### src/rtl/serial_bit_counter_pkg.sv
// Shared types for the serial population counter.
// Exports: bc_state_t (control FSM states).
// No logic of its own; imported by the top and the datapath.
package serial_bit_counter_pkg;

  typedef enum logic [1:0] {
    IDLE = 2'd0,
    SCAN = 2'd1,
    DONE = 2'd2
  } bc_state_t;

endpackage

### src/rtl/serial_bit_counter_datapath.sv
// Datapath for the serial bit counter: shift register, count accumulator, scanned counter.
// Ports: clk/rst, control strobes load/step/clear, load_data/load_mode for a new word,
//        status lsb/rest_zero/last_bit for the FSM, registered count/scanned/mode results.
module bit_count_datapath
  import serial_bit_counter_pkg::*;
#(
  parameter int WIDTH = 10,
  parameter int CNT_W = $clog2(WIDTH + 1)
) (
  input  logic             clk,
  input  logic             rst,
  input  logic             load,
  input  logic             step,
  input  logic             clear,
  input  logic [WIDTH-1:0] load_data,
  input  logic             load_mode,
  output logic             lsb,
  output logic             rest_zero,
  output logic             last_bit,
  output logic [CNT_W-1:0] count,
  output logic [CNT_W-1:0] scanned,
  output logic             mode
);

  logic [WIDTH-1:0] sr;

  // The FSM never raises two strobes together; the priority only makes
  // clear (abort) win should that ever change.
  always_ff @(posedge clk or posedge rst) begin
    if (rst) begin
      sr      <= '0;
      count   <= '0;
      scanned <= '0;
      mode    <= 1'b0;
    end else if (clear) begin
      sr      <= '0;
      count   <= '0;
      scanned <= '0;
      mode    <= 1'b0;
    end else if (load) begin
      sr      <= load_data;
      count   <= '0;
      scanned <= '0;
      mode    <= load_mode;
    end else if (step) begin
      // CNT_W holds WIDTH exactly, so an all-ones word reaches WIDTH without wrapping.
      count   <= count + CNT_W'(sr[0]);
      scanned <= scanned + CNT_W'(1);
      sr      <= {1'b0, sr[WIDTH-1:1]};
    end
  end

  assign lsb       = sr[0];
  // True when the bit being consumed this cycle is the last countable one.
  assign rest_zero = (sr[WIDTH-1:1] == '0);
  // Pre-increment compare: this step consumes bit WIDTH-1.
  assign last_bit  = (scanned == CNT_W'(WIDTH - 1));

endmodule

### src/rtl/serial_bit_counter.sv
// Serial population counter: takes a WIDTH-bit word on in_valid/in_ready, scans LSB-first
// one bit per cycle counting ones (or zeros when in_mode=1), stopping early once no countable
// bits remain. Result held on out_valid/out_ready with out_count/out_scanned/out_mode; abort cancels.
module serial_bit_counter
  import serial_bit_counter_pkg::*;
#(
  parameter int WIDTH = 10,
  parameter int CNT_W = $clog2(WIDTH + 1)
) (
  input  logic             clk,
  input  logic             rst,
  input  logic             in_valid,
  output logic             in_ready,
  input  logic [WIDTH-1:0] in_data,
  input  logic             in_mode,
  input  logic             abort,
  output logic             out_valid,
  input  logic             out_ready,
  output logic [CNT_W-1:0] out_count,
  output logic [CNT_W-1:0] out_scanned,
  output logic             out_mode
);

  bc_state_t        state;
  bc_state_t        state_nxt;
  logic [WIDTH-1:0] eff;
  logic             accept;
  logic             load;
  logic             step;
  logic             clear;
  logic             lsb;
  logic             rest_zero;
  logic             last_bit;

  // Zero-counting is ones-counting of the inverted word, so the datapath
  // only ever counts ones.
  assign eff = in_mode ? ~in_data : in_data;

  assign in_ready  = (state == IDLE);
  assign out_valid = (state == DONE);
  // abort in IDLE leaves in_ready high but refuses the word.
  assign accept    = in_ready && in_valid && !abort;

  always_ff @(posedge clk or posedge rst) begin
    if (rst) begin
      state <= IDLE;
    end else begin
      state <= state_nxt;
    end
  end

  always_comb begin
    state_nxt = state;
    load      = 1'b0;
    step      = 1'b0;
    clear     = 1'b0;
    unique case (state)
      IDLE: begin
        if (accept) begin
          load = 1'b1;
          // Nothing countable: skip SCAN and present a zero result next cycle.
          state_nxt = (eff == '0) ? DONE : SCAN;
        end
      end
      SCAN: begin
        if (abort) begin
          clear     = 1'b1;
          state_nxt = IDLE;
        end else begin
          step = 1'b1;
          if (rest_zero || last_bit) begin
            state_nxt = DONE;
          end
        end
      end
      DONE: begin
        // abort wins over a same-cycle out_ready and wipes the result.
        if (abort) begin
          clear     = 1'b1;
          state_nxt = IDLE;
        end else if (out_ready) begin
          state_nxt = IDLE;
        end
      end
      default: begin
        state_nxt = IDLE;
      end
    endcase
  end

  bit_count_datapath #(
    .WIDTH (WIDTH),
    .CNT_W (CNT_W)
  ) u_datapath (
    .clk       (clk),
    .rst       (rst),
    .load      (load),
    .step      (step),
    .clear     (clear),
    .load_data (eff),
    .load_mode (in_mode),
    .lsb       (lsb),
    .rest_zero (rest_zero),
    .last_bit  (last_bit),
    .count     (out_count),
    .scanned   (out_scanned),
    .mode      (out_mode)
  );

endmodule

### config.mk
export PLATFORM = sky130hd
export DESIGN_NAME = serial_bit_counter
export DESIGN_NICKNAME = d
export VERILOG_FILES = /design/src/rtl/serial_bit_counter_pkg.sv /design/src/rtl/serial_bit_counter_datapath.sv /design/src/rtl/serial_bit_counter.sv
export SDC_FILE = /design/constraint.sdc
export NUM_CORES = 1
export LEC_CHECK = 0
export CAP_MARGIN = 20
export CORE_MARGIN = 2
export CORE_UTILIZATION = 57
export CTS_CLUSTER_SIZE = 8
export DETAILED_ROUTE_END_ITERATION = 10
export DONT_BUFFER_PORTS = 1
export GPL_TIMING_DRIVEN = 0
export HOLD_SLACK_MARGIN = 0.12
export PLACE_DENSITY = 0.75
export SLEW_MARGIN = 20
export SYNTH_ARGS = -nofsm -noshare
export SYNTH_HDL_FRONTEND = slang
export SYNTH_SLANG_ARGS = --single-unit
### constraint.sdc
create_clock -name clk -period 3.31 [get_ports clk]
set_input_delay 0.4965 -clock clk [delete_from_list [all_inputs] [get_ports clk]]
set_output_delay 0.4965 -clock clk [all_outputs]
set_load 0.02 [all_outputs]
* Word level (Yosys, flattened, before mapping)
Cells that the tools add are included.
Operators by class: div/mod/pow operators 0, shifts and indexed selects 0, reduce and logical (&&, ||, !) cells 11, mux-type cells 25, add/sub/neg operators 2, order comparisons 0, bitwise logic cells 1, multipliers 0, equal/unequal tests 6
Operators with widths (count):
- 10-bit two-way mux | 4
- 4-bit two-way mux | 6
- 2-bit two-way mux | 6
- 10-bit logical NOT | 1
- 10-bit NOT | 1
- 9-bit logical NOT | 1
- 1-bit two-way mux | 8
- 2-bit case mux with 3 select lines | 1
- 4-bit by 1-bit adder with 4-bit output | 1
- 4-bit by 1-bit adder with 4-bit output, second input constant | 1
- 4-bit == test, second input constant | 1
- 3-bit by 2-bit inequality test with 1-bit output, second input constant | 1
- 3-bit inequality test, second input constant | 1
- 3-bit AND reduction | 1
- 3-bit nonzero test | 1
- 2-bit by 1-bit == test with 1-bit output, second input constant | 1
- 2-bit == test, second input constant | 1
- 1-bit logical AND | 2
- 2-bit logical NOT | 1
- 2-bit by 1-bit inequality test with 1-bit output, second input constant | 1
- 2-bit nonzero test | 1
- 2-bit OR reduction | 1
- 1-bit logical NOT | 1
- 1-bit logical OR | 1
Word-level totals: word-level logic and storage cells 50, latch bits 0, output and inout port bits 11, register bits after elaboration 21, RAM bits 0, ROM bits 0, input port bits 16, memories kept 0

* Longest topological paths before layout
word-level depth 7, gate-level depth with buffers 8, gate-level depth less buffers 6

* Modules after synthesis
A second synthesis with hierarchy kept.
Second synthesis, totals: cells, all modules 131, area, all modules 1336.3 µm²
Modules (own cells, without submodules):
- bit_count_datapath | seq. area each 475.5 µm², area an instance 1008.5 µm², instances 1, cells each 90
- serial_bit_counter | seq. area each 50.0 µm², area an instance 327.8 µm², instances 1, cells each 41

* Least setup slack after synthesis
OpenSTA, ideal clock, no wires.
kind reg-to-reg, from register state[0], to register u_datapath.sr[0], path slack 1563 ps, stages on the path, launching flop included 7, arrival 1621 ps, required time 3184 ps, cells stage by stage dfrtp_1 > inv_1 > ha_1 > and3b_1 > nor2b_1 > clkbuf_1 > a221o_1
Between the ends: cells in the longest elaborated chain, start to end 7, elaborated cells on any way between the ends 13, classes of those cells eq/ne (2); mux (6); reduce/logical (5)
Ends and longest elaborated chain:
- from (decl) | line serial_bit_counter.sv:24 | bc_state_t state;
- from (signal assigned) | line serial_bit_counter.sv:48 | state <= state_nxt;
- 2-bit logical NOT * | line serial_bit_counter.sv:39 | assign in_ready = (state == IDLE);
- named net in_ready | line serial_bit_counter.sv:13 | output logic in_ready,
- 1-bit logical AND (2 in a row) | line serial_bit_counter.sv:42 | assign accept = in_ready && in_valid && !abort;
- 1-bit two-way mux | line serial_bit_counter.sv:59 | if (accept) begin
- 1-bit two-way mux * | line serial_bit_counter.sv:57 | unique case (state)
- 10-bit two-way mux | line serial_bit_counter_datapath.sv:40 | end else if (load) begin
- 10-bit two-way mux | line serial_bit_counter_datapath.sv:35 | end else if (clear) begin
- to (signal assigned) | line serial_bit_counter_datapath.sv:41 | sr <= load_data;
- to (signal assigned) | line serial_bit_counter_datapath.sv:49 | sr <= {1'b0, sr[WIDTH-1:1]};
- to (decl) | line serial_bit_counter_datapath.sv:25 | logic [WIDTH-1:0] sr;
The timed path passes the listed nets; every way through them passes the cells marked *. A chain may end at the register's enable or synchronous reset.

* Worst setup path in the final report
from register state[0], to register u_datapath.sr[4]
Same word-level chain as after synthesis.

==> metrics.md <==
| Metric | Value |
|---|---|
| FF/Latch Area | 526 um2 |
| Fraction of registers with async set/reset | 1.00 |
| Row count | 16 |
| Largest family of logic cells by synthesized area | simple AND/OR/NAND/NOR gates |
| Mapped Area | 1210 um2 |
| Multi-input gate area | 631 um2 |
| Post-synth cell types | 30 |
| Post-synth EDFFs | 0 |
| RSZ-0062 raised after global routing | no |
| Cts repair resizes | 0 |
| First-pass GRT wire length | 3640 um |
| Nets@finish | 149 |
| Sw power | 0.374 mW |
| First-pass DRT Iterations | 4 |
| GRT Overall Usage | 0.189 |
| CORE AREA | 1980 um2 |
| Clock Latency Late Sink | 0.31 ns |
| Die X-Extent | 50.1 um |
| Commonest non-fill, non-tap cell in the layout | dfrtp_1 |
| Seq/Total Area, Yosys | 0.433 |
| Port bufs | 0 |
| Share of total power in combinational logic | 0.399 |
| P_int | 0.539 mW |
| Power Total | 0.913 mW |
| Crit. End Element | flip-flop |
| XOR/XNOR Fraction of Synth Area | 0.101 |
| Starting DRT DRC Count | 17 |
| PwrDens | 717 nW/um2 |
| Met2 Usage GRT | 0.316 |
| Peak VDD IR | 417 uV |
| Initial antenna violation count | 0 |
| Most frequent cells in the layout | 21 x dfrtp_1, 16 x nor2_1, 10 x xnor2_1 |
| Final setup fails | 0 |
| Placed insts | 148 |
| Synth Instances | 121 |
| Number of remaining DRC errors | 0 |
| Vias | 893 |
| Met3 GRT Util | 0.0364 |
| CP required | 3.50 ns |
| Post-CTS setup buffer count | 0 |
| Clock Power Share | 0.132 |
| Met1 usage | 0.234 |
| Max-cap viol count | 0 |
| Slowest-stage cell, CP | dfrtp_1 |
| Non-Filler Instances | 152 |
| Post-Syn Nets | 144 |
| Sequential fraction of design power | 0.469 |
| CTS H-Tree Depth | 1 |
| Maximum fanout along the worst path | 10 |
| Routed WL per cell | 13.7 um |
| Leakage | 0.591 nW |
| Vias in the first global route | 908 |
| Pin count of the biggest net entering global routing | 22 |
| Synth Area in Simple Gates | 0.188 |
| Worst-path clk slew | 0.12 ns |
| Crit Path Category | flip-flop to flip-flop |
| Hold-fix buffer count after cts | 0 |
| Synth Area in Compound Gates | 0.130 |
| Worst setup margin | 1.32 ns |
| Synthesized area per cell | 10.0 um2 |
| Tmin final | 1.99 ns |
| CTS Root Cell | clkbuf_4 |
| Tcrit/Tclk final | 0.600 |
| Routed WL | 2090 um |
| I/O pins | 27 |
| Clk sinks | 21 |
| Max Fclk | 504 MHz |
| Total grt overflow | 0 |
| Relative slew slack | 0.496 |
| Hold Path Class | input port to async pin |
| Fillers | 165 |
| Sw Share | 0.409 |
| Post-Synth Adder-Cell Area | 0.0722 |
| CTS tree | done |
| Cts bufs inserted | 3 |
| Clock Skew | 0.0132 ns |
| Synthesized flop and latch total | 21 |
| DP HPWL | 1650 um |
| Element type at the critical path start | flip-flop |
| Multiplexer share of the synthesized area | 0.0289 |
| Top FF cell, synth | dfrtp_1 |
| Share of cells above drive strength 1 | 0.0800 |
| Gpl congestion | 0.770 |
| Max stage delay on crit path | 0.42 ns |
| WP buf/inv | 2 |
| Status | finished clean |
| CP arrival | 2.17 ns |
| Setup TNS | 0 ns |
| Worst-Margin Slew | 0.755 ns |
| Syn-to-layout area delta | 5.06% |
| Die area | 2510 um2 |
| Hold Vio Cnt, Final | 0 |
| Vias/cell | 5.88 |
| Cells along the critical path | inv_1, ha_1, and3b_1, nor2b_1, clkbuf_1, a221o_1 |
| Antenna cells | 0 |
| Pre-CTS WS | 1.37 ns |
| Bufs on Longest Clock Path | 2 |
| Final ANT Viol Nets | 0 |
| Warnings, synthesis | 0 |
| Gr busiest metal | met2 |
| Top delay family on crit path | flip-flops |
| Final Slew Violations | 0 |
| Initial core utilization | 0.612 |
| Die height | 50.1 um |
[per-stage QoR]
stage | instance area (um2) | utilization | hold slack (ns)
floorplan | 1210 | - | 0.473
global placement | 1250 | 0.629 | 0.500
detailed placement | 1250 | 0.629 | 0.507
CTS | 1270 | 0.643 | 0.228
global route | 1270 | 0.643 | 0.253
finish | 1270 | 0.643 | 0.195
[registers in the layout (all words and copies together) (netlist names)]
name                count
state                   2
u_datapath.mode         1
u_datapath.count        4
u_datapath.sr          10
u_datapath.scanned      4
[power groups by stage]
stage	combinational [mW]	sequential (mW)	clock, mW
final	0.364	0.428	0.120
after global placement	0.354	0.432	0
after detailed placement	0.368	0.432	0
after CTS	0.368	0.428	0.122
after floorplan	0.306	0.414	0
after global routing	0.410	0.439	0.135
[worst reg2reg max path, cell delays in order, from the launching register on]
cell,delay (ns)
dfrtp_1,0.42
inv_1,0.09
ha_1,0.35
and3b_1,0.30
nor2b_1,0.08
clkbuf_1,0.22
a221o_1,0.40
[area by class of cell]
| cell class | count | share of cell area |
|---|---|---|
| buffer | 6 | 0.0265 |
| clock inverter | 1 | 0.00393 |
| tap | 27 | 0.0265 |
| sequential | 21 | 0.413 |
| multi-input combinational | 88 | 0.495 |
| clock buffer | 3 | 0.0177 |
| inverter | 6 | 0.0177 |
[path summary, 6_finish.rpt]
path | start | to | slack (ns) | cells past startpoint
min reg2reg | u_datapath.sr[0] | u_datapath.sr[0] | 0.53 | 1
max | state[0] | u_datapath.sr[4] | 1.32 | 6
max reg2reg | state[0] | u_datapath.sr[4] | 1.32 | 6
min in group clk | in_data[9] | u_datapath.sr[9] | 0.38 | 2
min | rst | u_datapath.count[1] | 0.19 | 1
max in group asynchronous | rst | u_datapath.sr[3] | 2.63 | 1
[per-layer routing]
layer / up-vias / wire length, um
met4: 0 / 44
met2: 40 / 931
met1: 410 / 962
li1: 438 / -
met3: 5 / 149
met5: - / 0
[synthesized netlist by cell type, drive strengths merged (3+ instances only)]
master   n  area [um2]
dfrtp   21         526
nor2    16        60.1
xnor2   10        87.6
a221o    9        90.1
nand2    8        30.0
ha       7        87.6
inv      6        22.5
nand4    5        31.3
buf      4        26.3
o21ai    4        20.0
xor2     4        35.0
a22o     3        26.3
[kinds of logic (layout without fill, tap and decap cells)]
logic type	count (synthesis)	after routing
AND/OR/NAND/NOR	45	45
buffers and inverters	12	16
XOR/XNOR	14	14
adder cells (fa/ha/maj)	7	7
AO/OA/AOI/OAI	19	19
flip-flops	21	21
multiplexers	3	3
No activity file was read; power rests on OpenSTA's default activity.
